`src/rtl/ldm_stm_sequencer.sv`:
```
// Purpose : LDM/STM block-transfer engine; walks a 16-bit register list, one word access per register.
// Latency : one cycle per acknowledged access, plus one writeback cycle (if enabled) and one Done cycle.
// Backpress: MemReq/MemAddr/MemWE/MemWD are held stable until MemAck; wait cycles are unbounded.
//
// Ports:
//   CLK, RSTn              clock, asynchronous active-low reset
//   Start..WriteBack       transfer request and its attributes, latched in IDLE on Start
//   RA / RD                register-file read port (store data source)
//   MemReq..MemRD, MemAck  word memory port (req/ack)
//   A3 / WD3 / WE3         register-file write port (loads and base writeback)
//   PCLoad / PCValue       PC load path, used when R15 is loaded
//   Busy / Done            status: Busy outside IDLE, Done one-cycle completion pulse
module ldm_stm_sequencer #(
  parameter int WORD_BYTES = 4,
  parameter int AW         = 32
) (
  input  logic          CLK,
  input  logic          RSTn,
  input  logic          Start,
  input  logic          IsLoad,
  input  logic [15:0]   RegList,
  input  logic [AW-1:0] BaseAddr,
  input  logic [3:0]    BaseReg,
  input  logic          Up,
  input  logic          Pre,
  input  logic          WriteBack,
  output logic [3:0]    RA,
  input  logic [AW-1:0] RD,
  output logic          MemReq,
  output logic          MemWE,
  output logic [AW-1:0] MemAddr,
  output logic [AW-1:0] MemWD,
  input  logic          MemAck,
  input  logic [AW-1:0] MemRD,
  output logic [3:0]    A3,
  output logic [AW-1:0] WD3,
  output logic          WE3,
  output logic          PCLoad,
  output logic [AW-1:0] PCValue,
  output logic          Busy,
  output logic          Done
);

  typedef enum logic [1:0] {
    S_IDLE   = 2'd0,
    S_ACCESS = 2'd1,
    S_WB     = 2'd2,
    S_DONE   = 2'd3
  } state_t;

  state_t r_state;
  state_t w_state_nxt;

  // Transfer context, latched on Start
  logic          r_is_load;
  logic [15:0]   r_rem;
  logic [AW-1:0] r_addr;
  logic [AW-1:0] r_fb;
  logic [3:0]    r_base_reg;
  logic          r_wb;
  logic          r_base_in_list;

  logic [4:0]    w_cnt;
  logic [AW-1:0] w_span;
  logic [AW-1:0] w_stride;
  logic [AW-1:0] w_addr0;
  logic [AW-1:0] w_fb;
  logic [3:0]    w_idx;
  logic [15:0]   w_rem_next;
  logic          w_start;
  logic          w_ack;
  logic          w_wb_en;

  assign w_stride = AW'(WORD_BYTES);
  assign w_span   = AW'(w_cnt) * w_stride;
  assign w_start  = (r_state == S_IDLE) && Start;
  assign w_ack    = (r_state == S_ACCESS) && MemAck;

  // Number of registers in the list
  always_comb begin
    w_cnt = '0;
    for (int i = 0; i < 16; i++) begin
      w_cnt = w_cnt + {4'd0, RegList[i]};
    end
  end

  // Lowest address of the block; registers always go out lowest index first at ascending
  // addresses, so a descending transfer starts at the bottom of the block.
  always_comb begin
    case ({Up, Pre})
      2'b10:   w_addr0 = BaseAddr;
      2'b11:   w_addr0 = BaseAddr + w_stride;
      2'b00:   w_addr0 = BaseAddr - w_span + w_stride;
      default: w_addr0 = BaseAddr - w_span;
    endcase
  end

  assign w_fb = Up ? (BaseAddr + w_span) : (BaseAddr - w_span);

  // Lowest set bit of the remaining mask (scan high to low so the lowest wins)
  always_comb begin
    w_idx = '0;
    for (int i = 15; i >= 0; i--) begin
      if (r_rem[i]) w_idx = 4'(i);
    end
  end

  // Clears exactly the lowest set bit
  assign w_rem_next = r_rem & (r_rem - 16'd1);

  // Base writeback is skipped for R15, and for a load that also loads the base register
  assign w_wb_en = (r_base_reg != 4'd15) && !(r_is_load && r_base_in_list);

  // State register
  always_ff @(posedge CLK or negedge RSTn) begin
    if (!RSTn) r_state <= S_IDLE;
    else       r_state <= w_state_nxt;
  end

  // Next-state logic
  always_comb begin
    w_state_nxt = r_state;
    case (r_state)
      S_IDLE: begin
        if (Start) w_state_nxt = (RegList != 16'd0) ? S_ACCESS : S_DONE;
      end
      S_ACCESS: begin
        if (MemAck && (w_rem_next == 16'd0)) w_state_nxt = r_wb ? S_WB : S_DONE;
      end
      S_WB:    w_state_nxt = S_DONE;
      default: w_state_nxt = S_IDLE;
    endcase
  end

  // Transfer context
  always_ff @(posedge CLK or negedge RSTn) begin
    if (!RSTn) begin
      r_is_load      <= 1'b0;
      r_rem          <= '0;
      r_addr         <= '0;
      r_fb           <= '0;
      r_base_reg     <= '0;
      r_wb           <= 1'b0;
      r_base_in_list <= 1'b0;
    end else if (w_start) begin
      r_is_load      <= IsLoad;
      r_rem          <= RegList;
      r_addr         <= w_addr0;
      r_fb           <= w_fb;
      r_base_reg     <= BaseReg;
      r_wb           <= WriteBack;
      r_base_in_list <= RegList[BaseReg];
    end else if (w_ack) begin
      r_rem  <= w_rem_next;
      r_addr <= r_addr + w_stride;
    end
  end

  // Outputs: all zero unless the current state drives them
  always_comb begin
    RA      = '0;
    MemReq  = 1'b0;
    MemWE   = 1'b0;
    MemAddr = '0;
    MemWD   = '0;
    A3      = '0;
    WD3     = '0;
    WE3     = 1'b0;
    PCLoad  = 1'b0;
    PCValue = '0;
    Done    = 1'b0;
    Busy    = (r_state != S_IDLE);
    case (r_state)
      S_ACCESS: begin
        RA      = w_idx;
        MemReq  = 1'b1;
        MemWE   = !r_is_load;
        MemAddr = r_addr;
        MemWD   = RD;
        if (MemAck && r_is_load) begin
          if (w_idx == 4'd15) begin
            PCLoad  = 1'b1;
            PCValue = MemRD;
          end else begin
            WE3 = 1'b1;
            A3  = w_idx;
            WD3 = MemRD;
          end
        end
      end
      S_WB: begin
        if (w_wb_en) begin
          WE3 = 1'b1;
          A3  = r_base_reg;
          WD3 = r_fb;
        end
      end
      S_DONE:  Done = 1'b1;
      default: ;
    endcase
  end

endmodule

```
`config.mk`:
```
export PLATFORM = sky130hd
export DESIGN_NAME = ldm_stm_sequencer
export DESIGN_NICKNAME = d
export VERILOG_FILES = /design/src/rtl/ldm_stm_sequencer.sv
export SDC_FILE = /design/constraint.sdc
export NUM_CORES = 1
export LEC_CHECK = 0
export ABC_AREA = 1
export BUFFER_PORTS_ARGS = -buffer_cell sky130_fd_sc_hd__buf_2
export CORE_MARGIN = 5
export CORE_UTILIZATION = 40
export CTS_CLUSTER_SIZE = 12
export DETAILED_ROUTE_END_ITERATION = 6
export HOLD_SLACK_MARGIN = 0.15
export SLEW_MARGIN = 0
export SYNTH_ARGS = -nofsm -noshare
export SYNTH_HDL_FRONTEND = slang
export SYNTH_SLANG_ARGS = --single-unit
```
`constraint.sdc`:
```
create_clock -name CLK -period 5 [get_ports CLK]
set_input_delay 0.25 -clock CLK [delete_from_list [all_inputs] [get_ports CLK]]
set_output_delay 0.25 -clock CLK [all_outputs]
set_load 0.05 [all_outputs]
```
== Word level (Yosys, flattened, before mapping) ==
Index checks and enable logic that the tools add are counted.

* Add/sub/neg operators: 21
* Multiplexer cells: 53
* Reductions and logical operators: 15
* Equal/unequal tests: 9
* Magnitude comparators: 1
* Bitwise operators: 1

{| class="wikitable"
|+ Operators with widths
! operator !! count
|-
| two-way mux 32 bit || 11
|-
| adder 32 x 3 -> 32 bit, second input constant || 3
|-
| case mux 32 bit (3 select lines) || 1
|-
| two-way mux 4 bit || 20
|-
| case mux 32 bit (2 select lines) || 1
|-
| adder 5 x 1 -> 5 bit || 11
|-
| adder 32 x 7 -> 32 bit || 1
|-
| two-way mux 16 bit || 2
|-
| subtractor 32 x 7 -> 32 bit || 1
|-
| bitwise AND 16 bit || 1
|-
| zero test 16 bit || 1
|-
| nonzero test 16 bit || 1
|-
| subtractor 16 x 1 -> 16 bit, second input constant || 1
|-
| two-way mux 1 bit || 11
|-
| == test 2 bit, second input constant || 4
|-
| case mux 4 bit (2 select lines) || 1
|-
| logical AND 1 bit || 6
|-
| two-way mux 2 bit || 3
|-
| case mux 2 bit (3 select lines) || 1
|-
| adder 4 x 1 -> 5 bit || 1
|-
| < comparator 4 x 5 -> 1 bit, second input constant || 1
|-
| adder 3 x 1 -> 4 bit || 1
|-
| binary-select mux 1 bit (select 4 bit) || 1
|-
| == test 4 bit, second input constant || 1
|-
| other kinds (11) || 14
|}

* Bits in registers: 89
* Input bits: 124
* Word-level logic and storage cells: 108

== Longest topological paths before layout ==
Gate-level depths: netlist of the first run.

* Depth in word-level cells: 20
* Mapped depth: 35

== Worst setup path after synthesis of the first run ==
Ideal clock, no wire load.

* Path kind: input to register
* From: in RegList[0]
* To: reg r_addr[30]
* Path slack: -184 ps
* Setup time: 73 ps
* Data arrival time: 5111 ps
* Cell stages on the path: 25
* Path buffers: 0
* Path through: inv_1 -> fa_1 -> fa_1 -> fa_1 -> fa_1 -> inv_1 -> ha_1 -> fa_1 -> fa_1 -> o21ai_1 -> ha_1 -> inv_1 -> nor2_4 -> nand3_2 -> nor2_4 -> nand3_4 -> nor2_4 -> nand3_2 -> nor2_2 -> nand2_1 -> nand2_1 -> nand3_1 -> nand2_1 -> nand2_1 -> a21oi_2

* Cells in the longest elaborated chain, start to end: 19

{| class="wikitable"
|+ RTL lines
! element !! line !! source
|-
| start, declared || 21 || <nowiki>input logic [15:0] RegList,</nowiki>
|-
| adder 1 x 1 -> 2 bit (*) || 83 || <nowiki>w_cnt = w_cnt + {4'd0, RegList[i]};</nowiki>
|-
| adder 2 x 1 -> 3 bit (*) || 83 ||
|-
| adder 3 x 1 -> 4 bit (*) || 83 ||
|-
| adder 4 x 1 -> 5 bit (*) || 83 ||
|-
| adder 5 x 1 -> 5 bit (*) (11 in series) || 83 ||
|-
| subtractor 32 x 7 -> 32 bit (*) || 93, 94 ||
|-
| adder 32 x 3 -> 32 bit || 93 || <nowiki>2'b00: w_addr0 = BaseAddr - w_span + w_stride;</nowiki>
|-
| case mux 32 bit (3 select lines) (*) || 90 || <nowiki>case ({Up, Pre})</nowiki>
|-
| two-way mux 32 bit (*) || 145 || <nowiki>end else if (w_start) begin</nowiki>
|-
| end signal, assigned || 148 || <nowiki>r_addr <= w_addr0;</nowiki>
|-
| end signal, assigned || 155 || <nowiki>r_addr <= r_addr + w_stride;</nowiki>
|-
| end, declared || 57 || <nowiki>logic [AW-1:0] r_addr;</nowiki>
|}

Mark *: on every way between the ends. The rest lies on a longest branch, timed or not.
A chain may end at the register's enable or synchronous reset.

== Worst setup path in the final report of the first run ==
* From: in RegList[11]
* To: reg r_addr[13]

* Cells in the longest elaborated chain, start to end: 9

{| class="wikitable"
|+ RTL lines
! element !! line
|-
| adder 5 x 1 -> 5 bit (*) (5 in series) || 83
|-
| subtractor 32 x 7 -> 32 bit (*) || 93, 94
|-
| adder 32 x 3 -> 32 bit || 93
|-
| case mux 32 bit (3 select lines) (*) || 90
|-
| two-way mux 32 bit (*) || 145
|}

Marks and branches as above.

==> results.py, run 1 <==
metrics = {
    "detailed_routing": {
        "first_iter_violations": 1186,
        "routedWlPerCell_microns": 17.9,
        "viasPerCell": 5.24,
        "detail-route-antenna-nets": 0,
        "vias": 14100,
        "drt_first_pass_iters": 6,
        "wl_microns": 47900,
        "drc": 0,
    },
    "power": {
        "vdd_drop_max_mv": 0.333,
        "power.leakage_nw": 8.26,
        "powerDensity_mw_per_mm2": 523,
    },
    "floorplanning": {
        "fp-row-count": 61,
        "fp.coreArea_sq_mm": 0.0276,
        "die_height_microns": 177,
        "initial_core_util_pct": 40.3,
        "top_level_ports": 266,
        "die_x_microns": 177,
        "dieArea_sq_mm": 0.0312,
    },
    "place": {
        "dp_hpwl_microns": 37500,
        "numPortBuffers": 265,
        "place_congestion": 0.980,
        "placedCellCount": 2619,
        "dp_slack_ns": -0.715,
    },
    "yosys": {
        "ys.flop_type": "dfrtp_1",
        "seq_area_frac_synth_pct": 20.0,
        "synth_top_area_share_pct": 20.0,
        "yosys-top-cells-area": "dfrtp_1 20%, nand2_1 18%, inv_1 8.7%, nor2_1 6.0%, a21oi_1 5.9%",
        "postSynth.asyncResetShare_pct": 100,
        "synth.top_cells.by_count": "522 x nand2_1, 259 x inv_1, 179 x nor2_1, 132 x a21oi_1, 124 x nand3_1",
        "ys_seq_elements": 89,
        "synth-edff-count": 0,
        "syn_inst": 1878,
        "syn-num-nets": 2040,
        "yosys_warnings": 0,
        "synth_area_sq_mm": 0.0111,
        "yosys.area.top_type": "dfrtp_1",
        "yosysUniqueCellTypes": 53,
        "yosysMostFrequentCell": "nand2_1",
        "syn_area_per_cell_sq_um": 5.92,
    },
    "final_layout": {
        "syn_to_final_growth_pct": 41.3,
        "nNetsFinal": 2465,
        "largest_registers": "r_addr: 32 flops, r_fb: 32 flops, r_rem: 16 flops",
        "drive_above_1_share_pct": 35.5,
        "num-fill-cells": 2829,
        "stdcell_count": 2685,
        "diodes": 0,
        "fin_util_pct": 56.9,
    },
    "grt": {
        "grt_pass1_wl_microns": 73700,
        "first_global_vias": 13200,
        "grt_usage_pct": 29.5,
        "antenna_found_initial": 0,
        "grt_max_degree": 107,
        "grt_overflow": 0,
    },
    "clock_network": {
        "clock_sinks": 89,
        "htree_levels": 3,
        "clkSlewWorstSetupHoldPaths_ns": 0.07,
        "clk_latency_ns": 0.36,
        "cts_made_buffers": 9,
        "cts-root-buf": "clkbuf_16",
        "cts_buffer_depth": 2,
        "cts_tree": "yes",
    },
    "critical_path": {
        "path_class": "input pin to flop",
        "worstPathArrival_ns": 5.48,
        "cp-end-kind": "flop",
        "start_kind": "input pin",
        "critPathMaxFanout": 6,
        "crit_required_ns": 5.27,
    },
    "hold_path": {
        "min_path_type": "input pin to flop",
    },
    "timing": {
        "rsz0062_at_grt": "yes",
        "fin_skew_ns": 0.0102,
        "fmax_mhz": 192,
        "fin_tns_setup_ns": -2.16,
        "setup_ws_ns": -0.206,
        "worst_pin_slew_ns": 1.22,
        "post-route-period-util_pct": 104,
        "final_hold_viol_count": 0,
        "finalSetupViolCount": 24,
        "slew_headroom_pct": 18.4,
        "slew_viol_final": 0,
        "finalCriticalPeriod_ns": 5.21,
        "hold_ws_ns": 0.188,
    },
    "status": {
        "violations": "negative setup slack",
        "status": "complete, but fails checks",
    },
    "run": {
        "drv_cap": 0,
    },
}
[layout make-up]
cell class	count	area [sq um]	share of cell area, %
multi-input cells	1416	8300	52.8
flip-flops and latches	89	2230	14.2
well taps	378	473	3.01
clock buffers	9	225	1.43
repair buffers	500	3280	20.8
inverters	287	1100	7.02
clock inverters	6	115	0.732
[layout by cell type, fill, tap and decap left out, types with 17 or more instances in the layout]
| cell type | Yosys | routed |
|---|---|---|
| nand3_1 | 124 | 102 |
| dfrtp_1 | 89 | 89 |
| nor2_4 | 18 | 36 |
| ha_1 | 26 | 17 |
| nand2_1 | 522 | 475 |
| nor2_2 | 21 | 31 |
| buf_2 | 15 | 255 |
| o21ai_0 | 101 | 93 |
| o211ai_1 | 18 | 18 |
| a21oi_1 | 132 | 120 |
| buf_6 | 5 | 23 |
| nor3_1 | 23 | 21 |
| nand2_2 | 47 | 77 |
| nand3_2 | 11 | 27 |
| xor2_1 | 34 | 29 |
| nor2_1 | 179 | 152 |
| nand4_1 | 38 | 38 |
| buf_4 | 2 | 211 |
| inv_2 | 21 | 34 |
| nand2_4 | 10 | 22 |
| inv_1 | 259 | 240 |
[per-stage QoR]
| stage | total power [mW] | instance area (sq um) |
|---|---|---|
| 4_1_cts | 7.88 | 15100 |
| 3_5_place_dp | 6.48 | 14000 |
| 6_report | 8.23 | 15700 |
| 5_1_grt | 8.79 | 15700 |
| 2_1_floorplan | 4.86 | 11100 |
| 3_3_place_gp | 6.44 | 14000 |
[critical path, cell delays in order]
cell and delay [ns]:
buf_8 0.08, inv_4 0.03, fa_1 0.50, fa_1 0.56, fa_2 0.46, fa_1 0.51
inv_2 0.05, ha_4 0.16, fa_2 0.41, xor2_4 0.19, ha_4 0.33, nand2_2 0.11
nand3_4 0.15, buf_12 0.16, nand2_8 0.07, nand2_2 0.07, nand3_1 0.08, nand2_2 0.18
nand2_2 0.11, nor2_4 0.16, buf_4 0.12, nand2_1 0.05, xor2_1 0.15, o21ai_1 0.15
nand3_2 0.18, a22oi_1 0.21
[final timing paths]
kind	startpoint	end	slack, ns	depth (start not counted)
setup / recovery	RegList[11]	r_addr[13]$_DFFE_PN0P_	-0.21	26
hold / removal	RegList[5]	r_rem[5]$_DFFE_PN0P_	0.19	3
setup reg to reg	r_state[1]$_DFFE_PN0P_	r_addr[17]$_DFFE_PN0P_	2.45	9
hold reg to reg	r_addr[1]$_DFFE_PN0P_	r_addr[1]$_DFFE_PN0P_	0.49	2
max in group asynchronous	RSTn	r_addr[31]$_DFFE_PN0P_	3.40	3
min in group asynchronous	RSTn	r_base_reg[3]$_DFFE_PN0P_	0.35	2
[cells by family (layout without fill, tap and decap cells)]
kind of cell | Yosys count | in the layout | share of synthesized area (%)
and+or+nand+nor | 1020 | 1021 | 42.5
buffers and inverters | 374 | 802 | 13.2
AOI/OAI and AO/OA | 318 | 318 | 16.1
DFF | 89 | 89 | 20.0
xor gates and xnor gates | 39 | 39 | 3.07
adders and majority gates | 38 | 38 | 5.08
[what timing repair did]
item                                    4_1_cts  5_1_grt
hold endpoints to repair                     31        0
endpoints found under the setup margin       38       40
gates resized for setup                     132      119
gates cloned                                  2        0
setup buffers                                24       22
hold buffers                                  6        0
pin swaps                                    51       64
[metal layers]
metal | vias up | track usage (%) | wire length (microns)
met3 | 91 | 4.08 | 3660
li1 | 6852 | - | -
met5 | - | 0 | 0
met1 | 6567 | 39.8 | 20200
met4 | 0 | 9.96 | 1850
met2 | 564 | 48.8 | 22300
[power breakdown]
part	switching [mW]	leakage [nW]	internal, mW	total [mW]
combinational	3.86	7.03	2.11	5.97
clock	0.327	0.162	0.490	0.816
sequential	0.362	1.07	1.07	1.44
total	4.55	8.26	3.68	8.23
No activity file was read; power rests on OpenSTA's default activity.
==> inputs of run 2 (changes only) <==
--- a/config.mk
+++ b/config.mk
@@ -6,6 +6,7 @@
 export NUM_CORES = 1
 export LEC_CHECK = 0
 export ABC_AREA = 1
+export ABC_CLOCK_PERIOD_IN_PS = 5900
 export BUFFER_PORTS_ARGS = -buffer_cell sky130_fd_sc_hd__buf_2
 export CORE_MARGIN = 5
 export CORE_UTILIZATION = 40
==> constraint.sdc (replaced) <==
create_clock -name CLK -period 5.9 [get_ports CLK]
set_input_delay 1.18 -clock CLK [delete_from_list [all_inputs] [get_ports CLK]]
set_output_delay 1.18 -clock CLK [all_outputs]
set_load 0.05 [all_outputs]
==> run 2 against run 1 <==
  * The run still ends with negative setup slack left
  * Register-to-register slack improved by 0.64 ns
  * First-iteration DRC count up 11%
  * Cell area grew 1.2%
  * Via count is 0.90% higher
  * Clock power fell by 30%
  * Non-clock buffer count grew 7
  * Global-route usage rose by 0.59 points
  * Die area did not move
  * Sequential power decreased by 16%
  * Combinational power shrank 15%
  * Setup slack worse by 0.041 ns
  * Cell count increased by 0.34%
  * Critical path type unchanged
  * Critical endpoint is now r_addr[22]$_DFFE_PN0P_
==> results.py, run 2 (synthesis gave the netlist of run 1 again) <==
metrics = {
    "floorplanning": {
        "fp.coreArea_sq_mm": 0.0276,
        "top_level_ports": 266,
        "dieArea_sq_mm": 0.0312,
        "initial_core_util_pct": 40.3,
        "die_height_microns": 177,
        "die_x_microns": 177,
        "fp-row-count": 61,
    },
    "critical_path": {
        "start_kind": "input pin",
        "rr_worst_depth": 8,
        "crit_start": "RegList[15]",
        "critPathMaxFanout": 4,
        "worstPathArrival_ns": 6.38,
        "path_class": "input pin to flop",
        "crit_required_ns": 6.13,
        "critPathCapture": "r_addr[22]$_DFFE_PN0P_",
        "r2r_setup_slack_ns": 3.09,
        "cp-end-kind": "flop",
        "r2r_start": "r_state[0]$_DFFE_PN0P_",
        "r2r_end": "r_fb[21]$_DFFE_PN0P_",
    },
    "detailed_routing": {
        "drc": 0,
        "wl_microns": 49400,
        "viasPerCell": 5.27,
        "routedWlPerCell_microns": 18.3,
        "vias": 14200,
        "detail-route-antenna-nets": 0,
        "first_iter_violations": 1312,
        "drt_first_pass_iters": 7,
    },
    "grt": {
        "antenna_found_initial": 2,
        "first_global_vias": 13400,
        "grt_pass1_wl_microns": 74600,
        "grt_max_degree": 68,
        "grt_usage_pct": 30.1,
        "grt_overflow": 0,
    },
    "clock_network": {
        "cts-root-buf": "clkbuf_16",
        "clk_latency_ns": 0.36,
        "cts_hold_buf": 0,
        "clkSlewWorstSetupHoldPaths_ns": 0.07,
        "cts_made_buffers": 9,
        "htree_levels": 3,
        "cts_tree": "yes",
        "clock_sinks": 89,
        "cts_buffer_depth": 2,
    },
    "timing": {
        "setup_ws_ns": -0.247,
        "rsz0062_at_grt": "yes",
        "final_hold_viol_count": 0,
        "fin_tns_setup_ns": -4.23,
        "slew_headroom_pct": 19.1,
        "slew_viol_final": 0,
        "finalCriticalPeriod_ns": 6.15,
        "post-route-period-util_pct": 104,
        "fmax_mhz": 163,
        "worst_pin_slew_ns": 1.21,
        "finalSetupViolCount": 30,
        "fin_skew_ns": 0.00991,
    },
    "final_layout": {
        "largest_registers": "r_addr: 32 flops, r_fb: 32 flops, r_rem: 16 flops",
        "drive_above_1_share_pct": 37.5,
        "stdcell_count": 2694,
        "final_common_cell": "nand2_1",
        "fin_util_pct": 57.6,
        "nNetsFinal": 2472,
        "syn_to_final_growth_pct": 43.0,
        "num-fill-cells": 2735,
        "layout_common_cells": "464 x nand2_1, 259 x buf_2, 233 x inv_1",
    },
    "power": {
        "p_comb_share_pct": 74.1,
        "power.leakage_nw": 8.35,
        "vdd_drop_max_mv": 0.328,
        "total_power_mw": 6.88,
        "internal_power_mw": 2.99,
        "seq_power_share_pct": 17.6,
        "p_sw_mw": 3.89,
        "pwr-share-clk_pct": 8.3,
        "swShare_pct": 56.5,
        "powerDensity_mw_per_mm2": 433,
    },
    "place": {
        "placedCellCount": 2611,
        "numPortBuffers": 265,
        "dp_slack_ns": -0.799,
        "dp_hpwl_microns": 37700,
        "place_congestion": 1.03,
    },
    "run": {
        "drv_cap": 0,
    },
    "hold_path": {
        "min_path_type": "flop to flop",
    },
    "status": {
        "status": "complete, but fails checks",
        "violations": "negative setup slack",
    },
}
[run 2: layout make-up]
type	count	area, sq um	area share [%]
diodes	1	2.50	0.0157
clock buffers	11	233	1.46
clock inverters	5	40.0	0.252
inverters	287	1110	6.99
multi-input cells	1416	8470	53.3
flip-flops and latches	89	2230	14.0
well taps	378	473	2.97
repair buffers	507	3350	21.0
[run 2: worst min-delay path by stage]
stage / cells after the start / endpoint / slack, ns / start
5_1_grt: 2 / r_fb[13]$_DFFE_PN0P_ / 0.50 / r_fb[13]$_DFFE_PN0P_
3_3_place_gp: 2 / r_addr[1]$_DFFE_PN0P_ / 0.47 / r_addr[1]$_DFFE_PN0P_
6_report: 2 / r_fb[13]$_DFFE_PN0P_ / 0.48 / r_fb[13]$_DFFE_PN0P_
3_5_place_dp: 2 / r_fb[13]$_DFFE_PN0P_ / 0.47 / r_fb[13]$_DFFE_PN0P_
4_1_cts: 2 / r_fb[13]$_DFFE_PN0P_ / 0.49 / r_fb[13]$_DFFE_PN0P_
2_1_floorplan: 2 / r_fb[31]$_DFFE_PN0P_ / 0.45 / r_fb[31]$_DFFE_PN0P_
[run 2: power groups by stage]
stage / Combinational, mW / Sequential (mW) / Clock, mW
2_1_floorplan: 3.00 / 1.11 / 0
3_3_place_gp: 4.25 / 1.21 / 0
3_5_place_dp: 4.30 / 1.21 / 0
4_1_cts: 4.69 / 1.20 / 0.575
5_1_grt: 5.50 / 1.25 / 0.601
6_report: 5.09 / 1.21 / 0.573
[run 2: metrics by stage]
stage	hold slack, ns	cell area (sq um)
2_1_floorplan	0.449	11100
3_3_place_gp	0.466	13900
3_5_place_dp	0.466	13900
4_1_cts	0.485	15200
5_1_grt	0.500	15900
6_report	0.480	15900
[run 2: critical path, stage by stage]
cell and delay, ns:
buf_2 0.12, inv_2 0.05, fa_1 0.45, fa_1 0.57, fa_2 0.46, fa_1 0.51
inv_2 0.05, ha_4 0.15, fa_2 0.61, fa_2 0.47, o21ai_2 0.15, ha_2 0.21
inv_2 0.05, nor2_4 0.09, nand3_2 0.12, nor2_4 0.13, nand3_4 0.10, nor2_4 0.19
nand3_4 0.11, nor2_4 0.14, nand2_1 0.06, nand3_1 0.11, nand2_1 0.08, nand2_2 0.11
a21oi_1 0.08
[run 2: layer usage]
metal | global-route usage (%) | wire [microns]
met1 | 39.1 | 20300
met3 | 5.38 | 3920
met2 | 49.4 | 22900
met4 | 12.8 | 2260
met5 | 0 | 18
[run 2: what timing repair did]
item,4_1_cts,5_1_grt
pin swaps,76,89
cloned,2,0
resized for setup,181,128
buffers inserted,41,26
setup endpoints to repair,40,46
==> inputs of run 3 (changes only) <==
--- a/config.mk
+++ b/config.mk
@@ -8,6 +8,7 @@
 export ABC_AREA = 1
 export ABC_CLOCK_PERIOD_IN_PS = 5900
 export BUFFER_PORTS_ARGS = -buffer_cell sky130_fd_sc_hd__buf_2
+export CORE_ASPECT_RATIO = 0.9
 export CORE_MARGIN = 5
 export CORE_UTILIZATION = 40
 export CTS_CLUSTER_SIZE = 12
==> run 3 against run 2 <==
  * The flow still finishes with violations (negative setup slack)
  * Core utilization is 1.3 points lower
  * Critical path depth is 1 higher
  * Total power is 2.5% higher
  * Die area hardly changed
  * Sequential share of layout area is 0.28 points higher
  * Routed wire length is 2.2% higher
  * Setup slack worse by 0.0063 ns
  * Clock power is 8.2% higher
  * Global-route usage is 0.70 points higher
  * Critical path type unchanged
==> results.py, run 3 (synthesis gave the netlist of run 1 again) <==
metrics = {
    "floorplanning": {
        "die_x_microns": 186,
        "dieArea_sq_mm": 0.0313,
        "fp.coreArea_sq_mm": 0.0277,
        "top_level_ports": 266,
        "initial_core_util_pct": 40.1,
        "fp-row-count": 58,
        "die_height_microns": 168,
    },
    "timing": {
        "fmax_mhz": 163,
        "setup_ws_ns": -0.254,
        "finalCriticalPeriod_ns": 6.15,
        "worst_pin_slew_ns": 1.07,
        "rsz0062_at_grt": "yes",
        "final_hold_viol_count": 0,
        "slew_headroom_pct": 28.3,
        "finalSetupViolCount": 25,
        "post-route-period-util_pct": 104,
        "fin_skew_ns": 0.0122,
        "slew_viol_final": 0,
    },
    "clock_network": {
        "clock_sinks": 89,
        "cts-root-buf": "clkbuf_16",
        "cts_buffer_depth": 2,
        "cts_made_buffers": 9,
        "htree_levels": 3,
        "cts_hold_buf": 0,
        "cts_tree": "yes",
        "clkSlewWorstSetupHoldPaths_ns": 0.08,
        "clk_latency_ns": 0.37,
    },
    "grt": {
        "first_global_vias": 13200,
        "grt_pass1_wl_microns": 75400,
        "grt_max_degree": 68,
        "grt_usage_pct": 30.8,
        "antenna_found_initial": 1,
        "grt_overflow": 0,
    },
    "final_layout": {
        "layout_common_cells": "473 x nand2_1, 260 x buf_2, 237 x inv_1",
        "largest_registers": "r_addr: 32 flops, r_fb: 32 flops, r_rem: 16 flops",
        "drive_above_1_share_pct": 36.0,
        "fin_area_sq_mm": 0.0156,
        "nNetsFinal": 2459,
        "num-fill-cells": 2789,
        "final_common_cell": "nand2_1",
        "syn_to_final_growth_pct": 40.2,
        "diodes": 0,
    },
    "critical_path": {
        "critPathMaxFanout": 4,
        "worstPathArrival_ns": 6.45,
        "critPathTopFamily": "adder cells",
        "path_class": "input pin to flop",
        "crit_path_max_incr_delay_ns": 0.60,
        "crit_slowest_cell": "fa_2",
        "crit_required_ns": 6.19,
        "start_kind": "input pin",
        "cp-end-kind": "flop",
        "cp_num_buf_inv": 4,
    },
    "place": {
        "place_congestion": 0.974,
        "placed_area_sq_mm": 0.0139,
        "numPortBuffers": 265,
        "dp_hpwl_microns": 38700,
    },
    "detailed_routing": {
        "vias": 14200,
        "drt_first_pass_iters": 6,
        "wl_microns": 50400,
        "viasPerCell": 5.34,
        "detail-route-antenna-nets": 0,
        "routedWlPerCell_microns": 19.0,
        "drc": 0,
        "first_iter_violations": 1646,
    },
    "hold_path": {
        "min_path_type": "flop to flop",
    },
    "run": {
        "drv_cap": 0,
    },
    "power": {
        "powerDensity_mw_per_mm2": 452,
        "vdd_drop_max_mv": 0.307,
        "total_power_mw": 7.05,
        "power.leakage_nw": 8.22,
    },
    "status": {
        "violations": "negative setup slack",
        "status": "complete, but fails checks",
    },
}
==> run 3: cell count changes in the layout (fill, tap and decap cells not counted), moves of 4 or more <==
cell     before  now
xor2_2        7    1
o21ai_2      10    6
nand3_2      35   31
buf_4       215  211
nand2_1     464  473
inv_4         8    4
o21ai_1      16   20
xor2_1       26   31
a21oi_2      18   14
buf_6        24   19
inv_1       233  237
nand2_4      35   30
==> run 3: cell type report <==
type / count / area [sq um] / share of cell area [%]
flip-flops and latches: 89 / 2230 / 14.3
inverters: 287 / 1100 / 7.06
repair buffers: 494 / 3180 / 20.4
clock inverters: 7 / 72.6 / 0.465
multi-input cells: 1416 / 8340 / 53.5
well taps: 360 / 450 / 2.89
clock buffers: 9 / 225 / 1.44
==> run 3: final timing paths <==
kind | from | to | slack (ns) | cells past startpoint
min reg2reg | r_fb[12]$_DFFE_PN0P_ | r_fb[12]$_DFFE_PN0P_ | 0.48 | 2
min in group asynchronous | RSTn | r_fb[15]$_DFFE_PN0P_ | 0.86 | 1
max | RegList[11] | r_addr[30]$_DFFE_PN0P_ | -0.25 | 26
max in group asynchronous | RSTn | r_fb[31]$_DFFE_PN0P_ | 3.87 | 2
min | r_fb[12]$_DFFE_PN0P_ | r_fb[12]$_DFFE_PN0P_ | 0.48 | 2
max reg2reg | r_state[0]$_DFFE_PN0P_ | r_addr[5]$_DFFE_PN0P_ | 2.91 | 8
==> run 3: power breakdown <==
group | internal (mW) | switching (mW) | leakage (nW)
clock network | 0.300 | 0.320 | 0.136
registers | 0.910 | 0.319 | 1.07
logic | 1.84 | 3.36 | 7.01
total | 3.05 | 4.00 | 8.22
==> run 3: repair_timing <==
| item | CTS | global route |
|---|---|---|
| buffers inserted | 36 | 17 |
| gates resized for setup | 118 | 140 |
| cloned | 2 | 0 |
| endpoints found under the setup margin | 35 | 44 |
| pin swaps | 51 | 58 |
==> run 3: through the flow <==
| step | setup TNS (ns) | util [%] | std cells | hold WS [ns] | worst slack (ns) |
|---|---|---|---|---|---|
| final | -2.82 | 56.3 | 2662 | 0.484 | -0.254 |
| after global routing | -8.81 | 56.3 | 2662 | 0.523 | -0.446 |
| after CTS | -1.50 | 53.9 | 2647 | 0.485 | -0.155 |
| after detailed placement | -21.89 | 50.1 | 2593 | 0.466 | -0.688 |
| after global placement | -21.54 | 50.1 | 2593 | 0.463 | -0.658 |
| after floorplan | -0.176 | - | 1878 | 0.449 | -0.0929 |
==> run 3: worst register-to-register path: cells and delay by family (launching register included) <==
| kind | cells | cell delay, ns |
|---|---|---|
| AOI/OAI and AO/OA | 4 | 0.87 |
| adders and majority gates | 1 | 0.24 |
| buffers and inverters | 2 | 1.02 |
| DFF | 1 | 0.43 |
| and+or+nand+nor | 1 | 0.34 |
==> run 3: layer usage <==
layer  global-route usage [%]  vias to the layer above  part of all wire (%)
met5                        0                        -                 0.026
met4                     11.1                        2                   3.8
met3                     4.60                       97                   9.1
met2                     46.5                      685                    44
met1                     44.7                     6603                    43
li1                         -                     6817                     -
